`src/rtl/inst_pkg.sv`:
```
// Shared instruction types for the micro ARM core: ALU op codes, register
// index type, the PC index and the forwarding-port bundle.
package inst_pkg;

    typedef enum logic [1:0] {
        ADD = 2'd0,
        SUB = 2'd1,
        AND = 2'd2,
        ORR = 2'd3
    } alu_ctrl_t;

    typedef logic [3:0] reg_idx_t;

    localparam reg_idx_t REG_PC = 4'd15;

    // One in-flight result that may be forwarded to a consumer.
    typedef struct packed {
        logic        wen;
        reg_idx_t    rd;
        logic [31:0] val;
    } fwd_port_t;

endpackage

```
`src/rtl/operand_stage_fwd_mux.sv`:
```
// fwd_mux: resolves one source operand against the EX and WB result ports.
// With OPERAND_STAGE_FWD_EN defined the forwarded value is selected (EX
// before WB); otherwise the register-file value passes through and only the
// match flag is produced, for the interlock.
module fwd_mux
    import inst_pkg::*;
(
    input  reg_idx_t    src,
    input  logic        active,
    input  logic [31:0] rf_val,
    input  fwd_port_t   ex,
    input  fwd_port_t   wb,
    output logic [31:0] val,
    output logic        match
);

    logic ex_hit;
    logic wb_hit;

    // The PC is supplied by decode directly, so it never matches a writer.
    assign ex_hit = active && ex.wen && (ex.rd == src) && (src != REG_PC);
    assign wb_hit = active && wb.wen && (wb.rd == src) && (src != REG_PC);
    assign match  = ex_hit || wb_hit;

`ifdef OPERAND_STAGE_FWD_EN
    // EX is the younger result, so it wins over WB.
    always_comb begin
        val = rf_val;
        if (ex_hit)      val = ex.val;
        else if (wb_hit) val = wb.val;
    end
`else
    logic unused_fwd_val;
    assign unused_fwd_val = ^{ex.val, wb.val};
    assign val            = rf_val;
`endif

endmodule

```
`src/rtl/operand_stage.sv`:
```
// operand_stage: decode-to-execute pipeline register feeding the ALU.
// Resolves RAW hazards on rn/rm either by forwarding (OPERAND_STAGE_FWD_EN
// defined) or by holding in_ready low until the writer retires (default).
// Holds one instruction under a valid/ready handshake with stall and flush.
module operand_stage
    import inst_pkg::*;
(
    input  logic        clk,
    input  logic        rst,
    input  logic        in_valid,
    output logic        in_ready,
    input  logic [3:0]  in_rn_idx,
    input  logic [3:0]  in_rm_idx,
    input  logic [31:0] in_rn_val,
    input  logic [31:0] in_rm_val,
    input  logic [31:0] in_imm,
    input  logic        in_use_imm,
    input  logic [1:0]  in_ctrl,
    input  logic [3:0]  in_rd,
    input  logic        in_wen,
    input  logic        flush,
    input  logic        fwd_ex_wen,
    input  logic [3:0]  fwd_ex_rd,
    input  logic [31:0] fwd_ex_val,
    input  logic        fwd_wb_wen,
    input  logic [3:0]  fwd_wb_rd,
    input  logic [31:0] fwd_wb_val,
    output logic        out_valid,
    input  logic        out_ready,
    output logic [31:0] out_a,
    output logic [31:0] out_b,
    output logic [1:0]  out_ctrl,
    output logic [3:0]  out_rd,
    output logic        out_wen
);

    fwd_port_t   ex_port;
    fwd_port_t   wb_port;
    logic [31:0] rn_res;
    logic [31:0] rm_res;
    logic        rn_match;
    logic        rm_match;
    logic        hazard;
    logic        accept;

    assign ex_port = '{wen: fwd_ex_wen, rd: fwd_ex_rd, val: fwd_ex_val};
    assign wb_port = '{wen: fwd_wb_wen, rd: fwd_wb_rd, val: fwd_wb_val};

    fwd_mux u_rn_mux (
        .src    (in_rn_idx),
        .active (1'b1),
        .rf_val (in_rn_val),
        .ex     (ex_port),
        .wb     (wb_port),
        .val    (rn_res),
        .match  (rn_match)
    );

    // rm is only a source when operand b is not the immediate.
    fwd_mux u_rm_mux (
        .src    (in_rm_idx),
        .active (!in_use_imm),
        .rf_val (in_rm_val),
        .ex     (ex_port),
        .wb     (wb_port),
        .val    (rm_res),
        .match  (rm_match)
    );

`ifdef OPERAND_STAGE_FWD_EN
    logic unused_match;
    assign unused_match = rn_match ^ rm_match;
    assign hazard       = 1'b0;
`else
    assign hazard       = rn_match || rm_match;
`endif

    assign in_ready = !hazard && (!out_valid || out_ready) && !flush;
    assign accept   = in_valid && in_ready;

    // Pipeline register: flush beats capture, capture beats drain, else hold.
    always_ff @(posedge clk or posedge rst) begin
        if (rst) begin
            out_valid <= 1'b0;
            out_wen   <= 1'b0;
            out_a     <= '0;
            out_b     <= '0;
            out_ctrl  <= '0;
            out_rd    <= '0;
        end else if (flush) begin
            out_valid <= 1'b0;
            out_wen   <= 1'b0;
        end else if (accept) begin
            out_valid <= 1'b1;
            out_wen   <= in_wen;
            out_a     <= rn_res;
            out_b     <= in_use_imm ? in_imm : rm_res;
            out_ctrl  <= in_ctrl;
            out_rd    <= in_rd;
        end else if (out_ready) begin
            out_valid <= 1'b0;
        end
    end

endmodule

```
`config.mk`:
```
export PLATFORM = sky130hd
export DESIGN_NAME = operand_stage
export DESIGN_NICKNAME = d
export VERILOG_FILES = /design/src/rtl/inst_pkg.sv /design/src/rtl/operand_stage_fwd_mux.sv /design/src/rtl/operand_stage.sv
export SDC_FILE = /design/constraint.sdc
export NUM_CORES = 1
export LEC_CHECK = 0
export BUFFER_PORTS_ARGS = -buffer_cell sky130_fd_sc_hd__buf_4
export CAP_MARGIN = 10
export CORE_MARGIN = 10
export CORE_UTILIZATION = 42
export CTS_BUF_LIST = sky130_fd_sc_hd__clkbuf_8
export DETAILED_ROUTE_END_ITERATION = 7
export PLACE_DENSITY = 0.82
export RECOVER_POWER = 100
export SYNTH_ARGS = -nofsm -noshare
export SYNTH_HDL_FRONTEND = slang
export SYNTH_SLANG_ARGS = --single-unit
```
`constraint.sdc`:
```
create_clock -name clk -period 2.8 [get_ports clk]
set_input_delay 0.56 -clock clk [delete_from_list [all_inputs] [get_ports clk]]
set_output_delay 0.56 -clock clk [all_outputs]
set_load 0.02 [all_outputs]
```
Word level (Yosys, flattened, before mapping):

Cells that the tools add are included.

* output and inout bits: 73
* word-level logic and storage cells: 43
* input bits: 191
* bits in registers: 72

* bitwise operators: 1
* reductions and logical operators: 24
* eq/ne operators: 6
* multiplexer cells: 6

Operators by type and width (number)
* $mux 32: 1
* $eq 4x4->1: 4
* $logic_and 1x1->1: 13
* $ne 4x4->1 const B: 2
* $mux 1: 5
* $logic_not 1->1: 4
* $logic_or 1x1->1: 4
* $reduce_bool 3->1: 1
* $reduce_and 2->1: 1
* $reduce_bool 2->1: 1
* $not 1->1: 1

Depth between registers and ports, before layout:

* word-level depth: 12
* gate-level depth with buffers: 8
* mapped depth without buffers: 6

Hierarchy:

From an unflattened synthesis, not the netlist that was laid out.

* cell total of the unflattened synthesis: 332
* area total of the unflattened synthesis: 3781.1 µm²

By module, submodules not included
* operand_stage: instances 1, cells each 238, area each 3090.5 µm², sequential area each 1801.7 µm²
* fwd_mux: instances 2, cells each 47, area each 345.3 µm², sequential area each 0.0 µm²

Worst setup path before layout:

Ideal clock, no wire load.

* path type: input -> output
* from: input in_use_imm
* to: output in_ready
* arrival: 1573 ps
* data required time: 2240 ps
* path buffers: 1
* stages: 6
* setup slack: 667 ps
* path through: buf_2 -> a41oi_2 -> nand3_1 -> nor4_1 -> nor4_2 -> and2_2

* word-level cells in the longest chain between the ends: 9
* elaborated cells between the ends (all ways): 12
* those cells by class: reduce/logical (12)

RTL lines
* start: declaration: line operand_stage.sv:17 `input logic in_use_imm,`
* $logic_not 1->1 *: line operand_stage.sv:62 `.active (!in_use_imm),`
* $logic_and 1x1->1, on equally long branches (3 in a row): line operand_stage_fwd_mux.sv:21, operand_stage_fwd_mux.sv:22
* $logic_or 1x1->1 *: line operand_stage_fwd_mux.sv:23 `assign match = ex_hit || wb_hit;`
* $logic_or 1x1->1 *: line operand_stage.sv:75 `assign hazard = rn_match || rm_match;`
* $logic_not 1->1 *: line operand_stage.sv:78 `assign in_ready = !hazard && (!out_valid || out_ready) && !flush;`
* $logic_and 1x1->1 * (2 in a row): line operand_stage.sv:78
* end: declaration: line operand_stage.sv:11 `output logic in_ready,`

Mark *: on every way between the ends. The rest lies on a longest branch, timed or not.

Worst setup path after layout:

* from: input in_rm_idx[3]
* to: register out_a[11]

* word-level cells in the longest chain between the ends: 10
* elaborated cells between the ends (all ways): 14
* those cells by class: eq/ne (3); reduce/logical (11)

RTL lines
* start: declaration: line operand_stage.sv:13 `input logic [3:0] in_rm_idx,`
* $eq 4x4->1, on equally long branches: line operand_stage_fwd_mux.sv:21, operand_stage_fwd_mux.sv:22
* $logic_and 1x1->1, on equally long branches (2 in a row): line operand_stage_fwd_mux.sv:21, operand_stage_fwd_mux.sv:22
* $logic_or 1x1->1 *: line operand_stage_fwd_mux.sv:23
* $logic_or 1x1->1 *: line operand_stage.sv:75
* $logic_not 1->1 *: line operand_stage.sv:78
* $logic_and 1x1->1 * (2 in a row): line operand_stage.sv:78
* $logic_and 1x1->1 *: line operand_stage.sv:79 `assign accept = in_valid && in_ready;`
* $reduce_and 2->1 (no source line) *
* end signal: assignment: line operand_stage.sv:96 `out_a <= rn_res;`
* end: declaration: line operand_stage.sv:30 `output logic [31:0] out_a,`

Marks and branches as above.
A chain may end at the register's enable or synchronous reset.

==> flow_metrics.env <==
export IMPL_ys_ff_latch=72
export IMPL_num_vias=2576
export IMPL_grt_max_degree=43
export IMPL_drt_antenna_violating_nets=0
export IMPL_seq_power_share_pct=43.9
export IMPL_finalCritPeriodShare_pct=87.9
export IMPL_cp_max_fo=8
export IMPL_rr_endpoint="out_a[11]"
export IMPL_cts_sinks=72
export IMPL_place_gp_congestion=0.895
export IMPL_grt_busiest_layer="met2"
export IMPL_use_met3_pct=7.40
export IMPL_clock_latency_ns=0.34
export IMPL_syn_nets=415
export IMPL_diodes=0
export IMPL_startpoint_type="input port"
export IMPL_worstMarginPinSlew_ns=1.17
export IMPL_h_tree_depth=3
export IMPL_synth_warnings=0
export IMPL_postCtsHoldBufs=0
export IMPL_syn_area_per_cell_um2=16.1
export IMPL_synth_top_cell_area_share_pct=50.0
export IMPL_pin_count=264
export IMPL_routed_wl_mm=10.2
export IMPL_criticalPathCategory="in2reg"
export IMPL_rsz0062_at_grt="false"
export IMPL_cts_resized_gates=0
export IMPL_met1_usage_pct=17.5
export IMPL_drt_first_pass_iters=4
export IMPL_yosys_top_cells_area="dfrtp_1 (50%), mux2_4 (29%), mux2_2 (10%)"
export IMPL_yosysSeqAreaShare_pct=50.0
export IMPL_clk_pin_slew_worst_paths_ns=0.08
export IMPL_synth_flop_cell="dfrtp_1"
export IMPL_dieArea_um2=12700
export IMPL_p_per_area_nw_per_um2=649
export IMPL_arrival_ns=2.69
export IMPL_fin_crit_ns=2.46
export IMPL_cp_required_ns=3.03
export IMPL_drc=0
export IMPL_hold_class="in2reg"
export IMPL_clockBufferDepth=2
export IMPL_fin_worst_skew_ns=0.0147
export IMPL_cp_startpoint="in_rm_idx[3]"
export IMPL_placementRows=33
export IMPL_synthArstFlopShare_pct=100
export IMPL_die_x_um=113
export IMPL_slew_headroom_pct=21.7
export IMPL_tns_ns=0
export IMPL_finalNetCount=619
export IMPL_postCtsSetupBuffers=0
export IMPL_tritoncts="done"
export IMPL_die_h_um=113
export IMPL_setup_violations=0
export IMPL_clock_fmax_mhz=406
export IMPL_start_util_pct=43.4
export IMPL_critPathCapture="out_a[11]"
export IMPL_grt_pass1_wl_mm=16.5
export IMPL_gr_total_overflow=0
export IMPL_power_frac_comb_pct=31.7
export IMPL_portBuffers=199
export IMPL_r2r_start="out_valid"
export IMPL_synth_cells=224
export IMPL_regArea_um2=1800
export IMPL_leakage_nw=2.22
export IMPL_hpwl_mm=8.23
export IMPL_grt_usage_pct=16.1
export IMPL_routed_via_density=4.79
export IMPL_drv_slew=0
export IMPL_use_met2_pct=27.9
export IMPL_wl_per_cell_um=19.0
export IMPL_cts_root_buffer="clkbuf_8"
export IMPL_drt_iter0_drc=137
export IMPL_p_switching_w=0.00114
export IMPL_reg2reg_setup_slack_ns=0.86
export IMPL_ir_worst_vdd_mv=0.270
export IMPL_cts_buffers=9
export IMPL_pwr_share_clk_pct=24.4
export IMPL_internal_power_w=0.00201
export IMPL_yosys_top_cells_count="dfrtp_1 (72), mux2_4 (70), mux2_2 (33), xnor2_1 (8), buf_6 (7)"
export IMPL_ys_types=21
export IMPL_area_growth_pct=34.8
export IMPL_multi_input_area_um2=1450
export IMPL_status="finished, final reports clean"
export IMPL_hold_violations=0
export IMPL_synth_most_common_cell="dfrtp_1"
export IMPL_yosys_area_top_type="dfrtp_1"
export IMPL_worstSetupEndpointType="register"
export IMPL_netlist_area_um2=3600
export IMPL_drv_cap=0
export IMPL_power_share_switching_pct=36.2
export IMPL_core_um2=8300
export IMPL_synth_edf_count=0
export IMPL_timing_hold_ws_ns=0.395
export IMPL_antenna_found_initial=0
export IMPL_final_layout_size_suffix_gt1_share_pct=44.6
export IMPL_fill_cells=779
export IMPL_grt_pass1_vias=2983
export IMPL_reg2reg_depth=4
==> metal layers <==
layer / vias to the layer above / part of all wire, %
met1: 1242 / 38
met5: - / 0
met3: 13 / 9.2
met4: 0 / 1.5
li1: 1206 / -
met2: 115 / 52
==> registers in the layout, summed over array words and instances, names as in the netlist <==
| register | flops |
|---|---|
| out_a | 32 |
| out_b | 32 |
| out_ctrl | 2 |
| out_rd | 4 |
| out_valid | 1 |
| out_wen | 1 |
==> how the worst min path moves through the flow <==
stage	slack, ns	end	from	depth (start not counted)
floorplan	0.63	out_valid	flush	1
global placement	0.49	out_a[14]	out_a[14]	1
detailed placement	0.49	out_b[4]	out_b[4]	1
CTS	0.32	out_a[28]	rst	2
global route	0.37	out_valid	flush	2
finish	0.40	out_valid	flush	2
==> metrics by stage <==
step / setup WS [ns] / instance area, um^2 / cells / power (W) / util [%]
floorplan: 0.415 / 3600 / 224 / 0.00216 / -
global placement: 0.426 / 5210 / 522 / 0.00276 / 62.8
detailed placement: 0.390 / 5210 / 522 / 0.00279 / 62.8
CTS: 0.444 / 5390 / 538 / 0.00358 / 65.0
global route: 0.190 / 4860 / 538 / 0.00335 / 58.5
finish: 0.340 / 4860 / 538 / 0.00315 / 58.5
==> cells in the final DEF, fill, tap and decap left out, types with 2 or more instances in the layout <==
cell type     n
dfrtp_1      72
buf_4       126
mux2_2       33
nand4_1       2
mux2_4       10
inv_1         2
clkinvlp_4    2
xnor2_1       8
mux2_1       60
buf_12        2
xor2_1        6
clkbuf_1     74
or2_2         2
inv_6         3
clkbuf_8      9
nor4_1        2
nand3_1       7
a21oi_1       3
==> critical path, cell delays in order <==
cell and delay [ns]:
buf_4 0.13, a41oi_1 0.26, nand3_1 0.10, nor4_1 0.27, nor4_2 0.09, nand3_1 0.40, clkbuf_1 0.51, mux2_4 0.35
==> kinds of logic (layout without fill, tap and decap cells) <==
kind of cell | after synthesis | in the layout | synth area share, %
compound gates | 5 | 5 | 1.08
xor+xnor | 14 | 14 | 3.40
buf+inv | 13 | 222 | 2.85
flops | 72 | 72 | 50.0
mux | 103 | 103 | 39.5
simple gates | 17 | 17 | 3.19
==> layout make-up <==
class                   instances  area share, %
flip-flops and latches         72           37.1
clock buffers                   9           2.55
multi-input cells             139           29.9
clock inverters                 7           1.26
inverters                       2          0.155
well taps                     105           2.71
repair buffers                204           26.3
==> power by group through the flow <==
stage	registers (W)	clock network, W	logic (W)
6_report	0.00138	0.000770	0.000999
5_1_grt	0.00142	0.000853	0.00107
4_1_cts	0.00140	0.000794	0.00138
3_5_place_dp	0.00141	0	0.00138
3_3_place_gp	0.00140	0	0.00136
2_1_floorplan	0.00168	0	0.000480
Note: power is estimated with default switching activity, not from simulation.
